==> config.mk <==
export PLATFORM = sky130hd
export DESIGN_NAME = spi_fifo_drain_flat
export DESIGN_NICKNAME = d
export VERILOG_FILES = /design/src/rtl/spi_fifo_drain_if.sv /design/src/rtl/spi_fifo_drain.sv /design/src/flat_wrapper.sv
export SDC_FILE = /design/constraint.sdc
export NUM_CORES = 1
export LEC_CHECK = 0
export CAP_MARGIN = 40
export CORE_MARGIN = 2
export CORE_UTILIZATION = 45
export DETAILED_ROUTE_END_ITERATION = 7
export GPL_TIMING_DRIVEN = 0
export PLACE_DENSITY = 0.76
export SLEW_MARGIN = 5
export SYNTH_ARGS = -nofsm -noshare
export SYNTH_HDL_FRONTEND = slang
export SYNTH_SLANG_ARGS = --single-unit
==> constraint.sdc <==
create_clock -name rd_clk -period 3.72 [get_ports rd_clk]
set_input_delay 0.372 -clock rd_clk [delete_from_list [all_inputs] [get_ports rd_clk]]
set_output_delay 0.372 -clock rd_clk [all_outputs]
set_load 0.02 [all_outputs]
==> src/rtl/spi_fifo_drain_if.sv <==
// FIFO read port, SPI pins and response strobe for spi_fifo_drain.
// The master modport is the drain's view; slave is the FIFO/SPI-device side.
interface spi_fifo_drain_if #(parameter int DATA_WIDTH = 41);
  logic                  spi_enable;
  logic                  fifo_empty;
  logic                  fifo_rd_en;
  logic [DATA_WIDTH-1:0] fifo_rd_data;
  logic                  spi_sclk;
  logic                  spi_cs_n;
  logic                  spi_mosi;
  logic                  spi_miso;
  logic [31:0]           resp_data;
  logic                  resp_valid;
  logic                  busy;

  modport master (
    input  spi_enable, fifo_empty, fifo_rd_data, spi_miso,
    output fifo_rd_en, spi_sclk, spi_cs_n, spi_mosi, resp_data, resp_valid, busy
  );

  modport slave (
    output spi_enable, fifo_empty, fifo_rd_data, spi_miso,
    input  fifo_rd_en, spi_sclk, spi_cs_n, spi_mosi, resp_data, resp_valid, busy
  );
endinterface

==> src/rtl/spi_fifo_drain.sv <==
// Pops command words from the read side of the AHB-to-SPI FIFO and plays each out as an
// SPI mode-0 frame, MSB first. Define SPI_LOOPBACK_EN to feed rx from spi_mosi instead of spi_miso.
module spi_fifo_drain #(
  parameter int DATA_WIDTH = 41,
  parameter int CLK_DIV    = 4,
  parameter int CS_GAP     = 2
) (
  input logic           rd_clk,
  input logic           rd_rst_n,
  spi_fifo_drain_if.master bus
);
  localparam int              CW       = $clog2(DATA_WIDTH + 1);
  localparam logic [CW-1:0]   LAST_BIT = CW'(DATA_WIDTH);
  localparam logic [7:0]      DIV_END  = 8'(CLK_DIV - 1);
  localparam logic [7:0]      GAP_END  = 8'(CS_GAP - 1);

  typedef enum logic [2:0] {IDLE, POP, LOAD, SHIFT, GAP} state_t;

  state_t                state;
  logic [DATA_WIDTH-1:0] shift_reg;
  logic [31:0]           rx_reg;
  logic                  cmd_rw;
  logic [CW-1:0]         bit_cnt;
  logic [7:0]            div_cnt;
  logic [7:0]            gap_cnt;
  logic                  rd_en, sclk, cs_n, mosi, resp_valid, busy;
  logic [31:0]           resp_data;
  logic                  rx_bit;

`ifdef SPI_LOOPBACK_EN
  assign rx_bit = mosi;
`else
  assign rx_bit = bus.spi_miso;
`endif

  always_ff @(posedge rd_clk or negedge rd_rst_n) begin
    if (!rd_rst_n) begin
      state      <= IDLE;
      shift_reg  <= '0;
      rx_reg     <= '0;
      cmd_rw     <= 1'b0;
      bit_cnt    <= '0;
      div_cnt    <= '0;
      gap_cnt    <= '0;
      rd_en      <= 1'b0;
      sclk       <= 1'b0;
      cs_n       <= 1'b1;
      mosi       <= 1'b0;
      resp_data  <= '0;
      resp_valid <= 1'b0;
      busy       <= 1'b0;
    end else begin
      rd_en      <= 1'b0;
      resp_valid <= 1'b0;
      case (state)
        IDLE: if (bus.spi_enable && !bus.fifo_empty) begin
          rd_en <= 1'b1;
          busy  <= 1'b1;
          state <= POP;
        end
        POP: state <= LOAD;
        LOAD: begin
          shift_reg <= bus.fifo_rd_data;
          cmd_rw    <= bus.fifo_rd_data[DATA_WIDTH-1];
          mosi      <= bus.fifo_rd_data[DATA_WIDTH-1];
          cs_n      <= 1'b0;
          bit_cnt   <= '0;
          div_cnt   <= '0;
          state     <= SHIFT;
        end
        SHIFT: begin
          // Final low phase has elapsed once sclk is back low with every bit sampled.
          if (!sclk && bit_cnt == LAST_BIT) begin
            cs_n    <= 1'b1;
            mosi    <= 1'b0;
            gap_cnt <= '0;
            state   <= GAP;
            if (!cmd_rw) begin
              resp_valid <= 1'b1;
              resp_data  <= rx_reg;
            end
          end else if (div_cnt == DIV_END) begin
            div_cnt <= '0;
            if (!sclk) begin
              sclk    <= 1'b1;
              rx_reg  <= {rx_reg[30:0], rx_bit};
              bit_cnt <= bit_cnt + 1'b1;
            end else begin
              sclk <= 1'b0;
              if (bit_cnt != LAST_BIT) begin
                shift_reg <= {shift_reg[DATA_WIDTH-2:0], shift_reg[DATA_WIDTH-1]};
                mosi      <= shift_reg[DATA_WIDTH-2];
              end
            end
          end else begin
            div_cnt <= div_cnt + 8'd1;
          end
        end
        GAP: begin
          if (gap_cnt == GAP_END) begin
            busy  <= 1'b0;
            state <= IDLE;
          end else begin
            gap_cnt <= gap_cnt + 8'd1;
          end
        end
        default: state <= IDLE;
      endcase
    end
  end

  assign bus.fifo_rd_en = rd_en;
  assign bus.spi_sclk   = sclk;
  assign bus.spi_cs_n   = cs_n;
  assign bus.spi_mosi   = mosi;
  assign bus.resp_data  = resp_data;
  assign bus.resp_valid = resp_valid;
  assign bus.busy       = busy;
endmodule

==> src/flat_wrapper.sv <==
// flat-port wrapper written by rule: the top's interface ports become plain ports
module spi_fifo_drain_flat 
#(
  parameter int DATA_WIDTH = 41,
  parameter int CLK_DIV    = 4,
  parameter int CS_GAP     = 2
)
  (rd_clk, rd_rst_n, bus_spi_enable, bus_fifo_empty, bus_fifo_rd_data, bus_spi_miso, bus_fifo_rd_en, bus_spi_sclk, bus_spi_cs_n, bus_spi_mosi, bus_resp_data, bus_resp_valid, bus_busy);
  spi_fifo_drain_if #(.DATA_WIDTH(DATA_WIDTH)) bus_i ();
  input logic rd_clk;
  input logic rd_rst_n;
  input wire logic [$bits(bus_i.spi_enable)-1:0] bus_spi_enable;
  input wire logic [$bits(bus_i.fifo_empty)-1:0] bus_fifo_empty;
  input wire logic [$bits(bus_i.fifo_rd_data)-1:0] bus_fifo_rd_data;
  input wire logic [$bits(bus_i.spi_miso)-1:0] bus_spi_miso;
  output wire logic [$bits(bus_i.fifo_rd_en)-1:0] bus_fifo_rd_en;
  output wire logic [$bits(bus_i.spi_sclk)-1:0] bus_spi_sclk;
  output wire logic [$bits(bus_i.spi_cs_n)-1:0] bus_spi_cs_n;
  output wire logic [$bits(bus_i.spi_mosi)-1:0] bus_spi_mosi;
  output wire logic [$bits(bus_i.resp_data)-1:0] bus_resp_data;
  output wire logic [$bits(bus_i.resp_valid)-1:0] bus_resp_valid;
  output wire logic [$bits(bus_i.busy)-1:0] bus_busy;
  assign bus_i.spi_enable = bus_spi_enable;
  assign bus_i.fifo_empty = bus_fifo_empty;
  assign bus_i.fifo_rd_data = bus_fifo_rd_data;
  assign bus_i.spi_miso = bus_spi_miso;
  assign bus_fifo_rd_en = bus_i.fifo_rd_en;
  assign bus_spi_sclk = bus_i.spi_sclk;
  assign bus_spi_cs_n = bus_i.spi_cs_n;
  assign bus_spi_mosi = bus_i.spi_mosi;
  assign bus_resp_data = bus_i.resp_data;
  assign bus_resp_valid = bus_i.resp_valid;
  assign bus_busy = bus_i.busy;
  spi_fifo_drain #(.DATA_WIDTH(DATA_WIDTH), .CLK_DIV(CLK_DIV), .CS_GAP(CS_GAP)) u_core (.rd_clk(rd_clk), .rd_rst_n(rd_rst_n), .bus(bus_i));
endmodule
* Yosys cells after proc, flatten, opt, wreduce, memory -nomap -nowiden
Cells that the tools add are included.
** Word-level totals
- Output and inout bits :: 38
- Flip-flop bits (word level) :: 137
- Logic and storage cells :: 94
** Operators by class
- Add/subtract/negate cells :: 3
- Reductions and logical operators :: 19
- Bitwise logic cells :: 3
- Multiplexer cells :: 35
- Eq/ne operators :: 20
** Operators by type and width (number)
- two-way mux 41 bit :: 4
- case mux 41 bit (2 select lines) :: 1
- two-way mux 8 bit :: 4
- case mux 8 bit (2 select lines) :: 2
- two-way mux 6 bit :: 3
- adder 8 x 1 -> 8 bit (second input constant) :: 2
- case mux 3 bit (5 select lines) :: 1
- AND reduction 3 bit :: 5
- two-way mux 1 bit :: 13
- != test 2 x 1 -> 1 bit (second input constant) :: 6
- case mux 6 bit (2 select lines) :: 1
- AND reduction 4 bit :: 3
- two-way mux 3 bit :: 3
- != test 3 x 1 -> 1 bit (second input constant) :: 3
- == test 8 x 1 -> 1 bit (second input constant) :: 1
- == test 8 x 2 -> 1 bit (second input constant) :: 1
- adder 6 x 1 -> 6 bit (second input constant) :: 1
- == test 3 x 2 -> 1 bit (second input constant) :: 2
- == test 6 bit (second input constant) :: 1
- != test 2 bit (second input constant) :: 3
- != test 6 bit (second input constant) :: 1
- case mux 1 bit (2 select lines) :: 3
- nonzero test 2 bit :: 3
- AND reduction 5 bit :: 1
- 7 further kinds :: 12

* Logic depth before layout (Yosys ltp)
- Depth after elaboration :: 6
- Gate-level depth with buffers :: 8
- Depth with buffers taken out :: 6

* Worst setup path before layout
Ideal clock, no wire load.
- Kind :: reg2reg
- From :: register u_core.sclk (netlist: u_core.bus.spi_sclk)
- To :: register u_core.resp_data[10] (netlist: u_core.bus.resp_data[10])
- Data required time :: 3.595 ns
- Period minus slack after synthesis :: 2.030 ns
- Data arrival time :: 1.905 ns
- Buffers on the path :: 1
- Slack :: 1.690 ns
- Stages on the path, launching flop included :: 5
- Cell sequence :: dfrtp_1 or3b_1 nor4_2 buf_6 mux2_2
** Between the ends
- Longest elaborated chain between the ends :: 3
** Ends and longest elaborated chain
- start: declaration :: RTL line spi_fifo_drain.sv:26 : logic rd_en, sclk, cs_n, mosi, resp_valid, busy;
- start signal: assignment :: RTL line spi_fifo_drain.sv:46 : sclk <= 1'b0;
- start signal: assignment :: RTL line spi_fifo_drain.sv:85 : sclk <= 1'b1;
- start signal: assignment :: RTL line spi_fifo_drain.sv:89 : sclk <= 1'b0;
- logical NOT 1 bit :: RTL line spi_fifo_drain.sv:73 : if (!sclk && bit_cnt == LAST_BIT) begin
- logical AND 1 bit :: RTL line spi_fifo_drain.sv:73
- AND reduction 3 bit (no line)
- end signal: assignment :: RTL line spi_fifo_drain.sv:80 : resp_data <= rx_reg;
- end: declaration :: RTL line spi_fifo_drain.sv:27 : logic [31:0] resp_data;
Every way passes these cells.
A chain may end at the register's enable or synchronous reset.

* Final worst setup path
- From :: register u_core.bit_cnt[1]
- To :: register u_core.shift_reg[22]
** Between the ends
- Longest elaborated chain between the ends :: 4
- Elaborated cells on any way between the ends :: 6
** Ends and longest elaborated chain
- start: declaration :: RTL line spi_fifo_drain.sv:23 : logic [CW-1:0] bit_cnt;
- start signal: assignment :: RTL line spi_fifo_drain.sv:87 : bit_cnt <= bit_cnt + 1'b1;
- == test 6 bit :: RTL line spi_fifo_drain.sv:73
- logical AND 1 bit :: RTL line spi_fifo_drain.sv:73
- != test 2 bit (no line)
- AND reduction 5 bit (no line) *
- end signal: assignment :: RTL line spi_fifo_drain.sv:63 : shift_reg <= bus.fifo_rd_data;
- end signal: assignment :: RTL line spi_fifo_drain.sv:91 : shift_reg <= {shift_reg[DATA_WIDTH-2:0], shift_reg[DATA_WIDTH-1]};
- end: declaration :: RTL line spi_fifo_drain.sv:20 : logic [DATA_WIDTH-1:0] shift_reg;
Mark *: on every way between the ends. The rest lies on a longest branch, timed or not.

==> flow_metrics.py <==
metrics = {
    "sta": {
        "setup_viol": 0,
        "fin_tns_setup_ps": 0,
        "worst_slew_pin_slew_ps": 860.3,
        "fmaxAchievable_mhz": 447.9,
        "hold_violations": 0,
        "period_minus_slack_ps": 2233,
        "rsz0062_at_grt": "no",
        "slew_headroom_pct": 42.52,
        "period_share_pct": 60.02,
        "clock-skew-final_ps": 6.359,
        "maxSlewViolCount": 0,
    },
    "setup_path": {
        "cp_data_arrival_time_ps": 2530,
        "r2r_setup_slack_ps": 1490,
        "crit_path_start_kind": "flip-flop",
        "cp_slowest_stage_delay_ps": 490,
        "critPathMaxFanout": 10,
        "crit_chain": "inv_1 -> ha_1 -> nand3b_2 -> or3b_1 -> a41o_1 -> buf_2 -> o221a_2",
        "crit_type": "flip-flop to flip-flop",
        "r2r_cells": 7,
        "path_delay_family": "simple AND/OR/NAND/NOR gates",
        "worstReg2RegStart": "u_core.bit_cnt[1]$_DFFE_PN0P_",
        "cp.required_ps": 4020,
        "worst_setup_path_end_kind": "flip-flop",
        "rr_endpoint": "u_core.shift_reg[22]$_DFFE_PN0P_",
        "cp.depth": 7,
        "critPathBufInv": 2,
        "cp_slowest_cell": "or3b_1",
    },
    "floorplan": {
        "num_rows": 42,
        "fp.dieH_um": 120.3,
        "core_area_sq_um": 13240,
        "start_util_pct": 45.96,
        "io_pins": 84,
        "dieArea_sq_um": 14470,
        "die_x_um": 120.3,
    },
    "clock_network": {
        "clockBufferDepth": 2,
        "clk_pin_slew_ps": 60,
        "tritoncts": "done",
        "post_cts_buffers": 0,
        "cts_sinks": 137,
        "cts_root_buf": "clkbuf_16",
        "h-tree-depth": 4,
        "numCtsBuffers": 17,
        "clock_latency_ps": 410,
    },
    "pwr": {
        "power.leakage_nw": 3.599,
        "power_frac_comb_pct": 3.8,
        "p_sw_mw": 0.6636,
        "p_int_mw": 2.694,
        "clock_power_share_pct": 50.3,
        "swShare_pct": 19.76,
        "pwr-share-seq_pct": 45.8,
        "power.total_mw": 3.358,
        "powerDensity_nw_per_um2": 429.2,
        "ir_worst_vdd_uv": 292.5,
    },
    "grt": {
        "antenna_found_initial": 0,
        "grt_pass1_vias": 3909,
        "grt_use_total_pct": 17.21,
        "grt_pass1_wl_um": 19690,
        "grt_max_degree": 71,
        "grt.overflow.total": 0,
    },
    "synthesis": {
        "ys_seq_area_share_pct": 56.35,
        "yosysWarnings": 0,
        "synthDistinctLibCells": 63,
        "synth_edf_count": 0,
        "synthFlopType": "dfrtp_1",
        "postSynthCellCount": 443,
        "synth_seq_cells": 137,
        "avgSynthCellArea_sq_um": 13.74,
        "syn_nets": 494,
        "syn_area_sq_um": 6086,
        "ys_async_sr_fraction_pct": 100.0,
    },
    "drt": {
        "via_per_inst": 5.354,
        "vias": 3962,
        "route.met2.wl_um": 5517,
        "met3WireLength_um": 549,
        "wl_met1_um": 5259,
        "wirelength_um": 11480,
        "drtPass1Iterations": 4,
        "drc_errors": 0,
        "ant_nets": 0,
        "routedWlPerCell_um": 15.52,
        "topRoutingLayerUsed": "met4",
        "dr.first_iter.drc_count": 327,
    },
    "finish": {
        "fillers": 1054,
        "final_core_util_pct": 59.08,
        "num_antenna_cells": 0,
        "final_design_area_no_fill_sq_um": 7824,
        "largest_reg_flops": 41,
        "layout.nets": 602,
        "syn_to_final_growth_pct": 28.56,
        "drive_above_1_share_pct": 30.85,
    },
    "hold_path": {
        "hold_class": "flip-flop to flip-flop",
        "hold_depth": 1,
        "hp-start": "u_core.bus.busy$_DFFE_PN0P_",
        "min_to": "u_core.bus.busy$_DFFE_PN0P_",
    },
    "placed_design": {
        "io_buffer_count": 83,
        "placed_area_sq_um": 7211,
        "gp_congestion": 0.7943,
        "place_hpwl_um": 7857,
    },
    "outcome": {
        "status": "finished, final reports clean",
    },
    "flow_run": {
        "cap_violations": 0,
    },
}
## repair_timing
action,4_1_cts,5_1_grt
hold buffers,1,0
hold endpoints to repair,136,0
resized for setup,0,0
## how the worst max path moves through the flow
stage	startpoint	end	slack [ps]
floorplan	u_core.bus.spi_sclk$_DFFE_PN0P_	u_core.bus.resp_data[10]$_DFFE_PN0P_	1690
global placement	rd_rst_n	u_core.shift_reg[27]$_DFFE_PN0P_	-3030
detailed placement	u_core.bit_cnt[1]$_DFFE_PN0P_	u_core.shift_reg[3]$_DFFE_PN0P_	1510
CTS	u_core.bit_cnt[1]$_DFFE_PN0P_	u_core.shift_reg[21]$_DFFE_PN0P_	1490
global route	u_core.div_cnt[0]$_DFFE_PN0P_	u_core.rx_reg[5]$_DFFE_PN0P_	1390
finish	u_core.bit_cnt[1]$_DFFE_PN0P_	u_core.shift_reg[22]$_DFFE_PN0P_	1490
## Yosys cell counts, types with 2 or more instances
cell type / number / share of area [%]
buf_12: 3 / 0.99
a21oi_1: 4 / 0.33
nor3_1: 2 / 0.16
a21o_1: 7 / 0.86
ha_1: 5 / 1.0
buf_2: 8 / 0.66
xor2_1: 4 / 0.58
mux2_2: 38 / 7.0
and3_1: 3 / 0.31
a22o_1: 3 / 0.43
buf_4: 3 / 0.37
or4_1: 2 / 0.25
mux2i_1: 5 / 0.82
nand2b_1: 46 / 4.7
inv_1: 7 / 0.43
dfrtp_1: 136 / 56
or3b_1: 2 / 0.29
nor2b_1: 2 / 0.21
o221a_2: 40 / 7.4
o21ai_0: 7 / 0.58
nor4_1: 2 / 0.21
mux2_4: 27 / 6.7
nand4_1: 5 / 0.51
nand3_1: 3 / 0.25
clkbuf_1: 6 / 0.37
a31oi_1: 2 / 0.21
nor3b_1: 2 / 0.25
nor2_1: 15 / 0.93
or3_1: 2 / 0.21
buf_6: 4 / 0.74
nand2_1: 16 / 0.99
## layout make-up
cell class | instances | area [sq um] | area share (%)
multi-input combinational | 275 | 2440 | 31.19
inverter | 7 | 26.28 | 0.3358
tap | 176 | 220.2 | 2.815
sequential | 137 | 3430 | 43.83
buffer | 24 | 190.2 | 2.431
timing repair buffer | 89 | 914.6 | 11.69
clock buffer | 25 | 515.5 | 6.589
clock inverter | 7 | 87.58 | 1.119
## per-stage QoR
| stage | setup slack [ps] | std cells | hold slack, ps |
|---|---|---|---|
| after floorplan | 1690 | 443 | 76.41 |
| after global placement | -3026 | 702 | 467.3 |
| after detailed placement | 1508 | 707 | 408.4 |
| after CTS | 1487 | 740 | 487.0 |
| after global routing | 1390 | 740 | 518.1 |
| final | 1487 | 740 | 480.0 |
## logic make-up (layout without fill, tap and decap cells)
family	Yosys count	in the layout	share of synthesized area [%]
adder cells (fa/ha/maj)	5	5	1.028
XOR/XNOR	5	5	0.7195
multiplexers	70	70	14.51
buffers and inverters	31	152	3.557
AND/OR/NAND/NOR	118	118	11.99
flip-flops	137	137	56.35
AO/OA/AOI/OAI	77	77	11.84
## power by group through the flow
stage	registers [mW]	logic (mW)	clock network (mW)
final	1.54	0.129	1.69
after global routing	1.54	0.143	1.80
after CTS	1.54	0.133	1.72
after detailed placement	1.56	0.132	0
after global placement	1.56	0.121	0
after floorplan	1.56	0.0411	0
## layer usage
layer	GRT usage, %	up-vias
met2	26.60	93
li1	-	1856
met5	0	-
met4	6.323	0
met1	23.07	1994
met3	5.142	19
## cell usage in the layout (no fill, tap or decap), types with 3 or more instances in the layout
| cell type | n |
|---|---|
| clkinv_2 | 4 |
| buf_2 | 10 |
| nand2_1 | 16 |
| a22o_1 | 3 |
| nand2b_1 | 46 |
| buf_6 | 5 |
| a21oi_1 | 4 |
| clkbuf_1 | 8 |
| dfrtp_1 | 136 |
| mux2i_1 | 5 |
| clkbuf_16 | 17 |
| o21ai_0 | 7 |
| nand4_1 | 5 |
| xor2_1 | 4 |
| mux2_2 | 38 |
| nand3_1 | 3 |
| clkbuf_8 | 6 |
| and3_1 | 3 |
| buf_12 | 3 |
| ha_1 | 5 |
| o221a_2 | 40 |
| clkdlybuf4s50_1 | 82 |
| mux2_4 | 27 |
| buf_4 | 4 |
| inv_1 | 7 |
| nor2_1 | 15 |
| a21o_1 | 7 |
No activity file was read; power rests on OpenSTA's default activity.
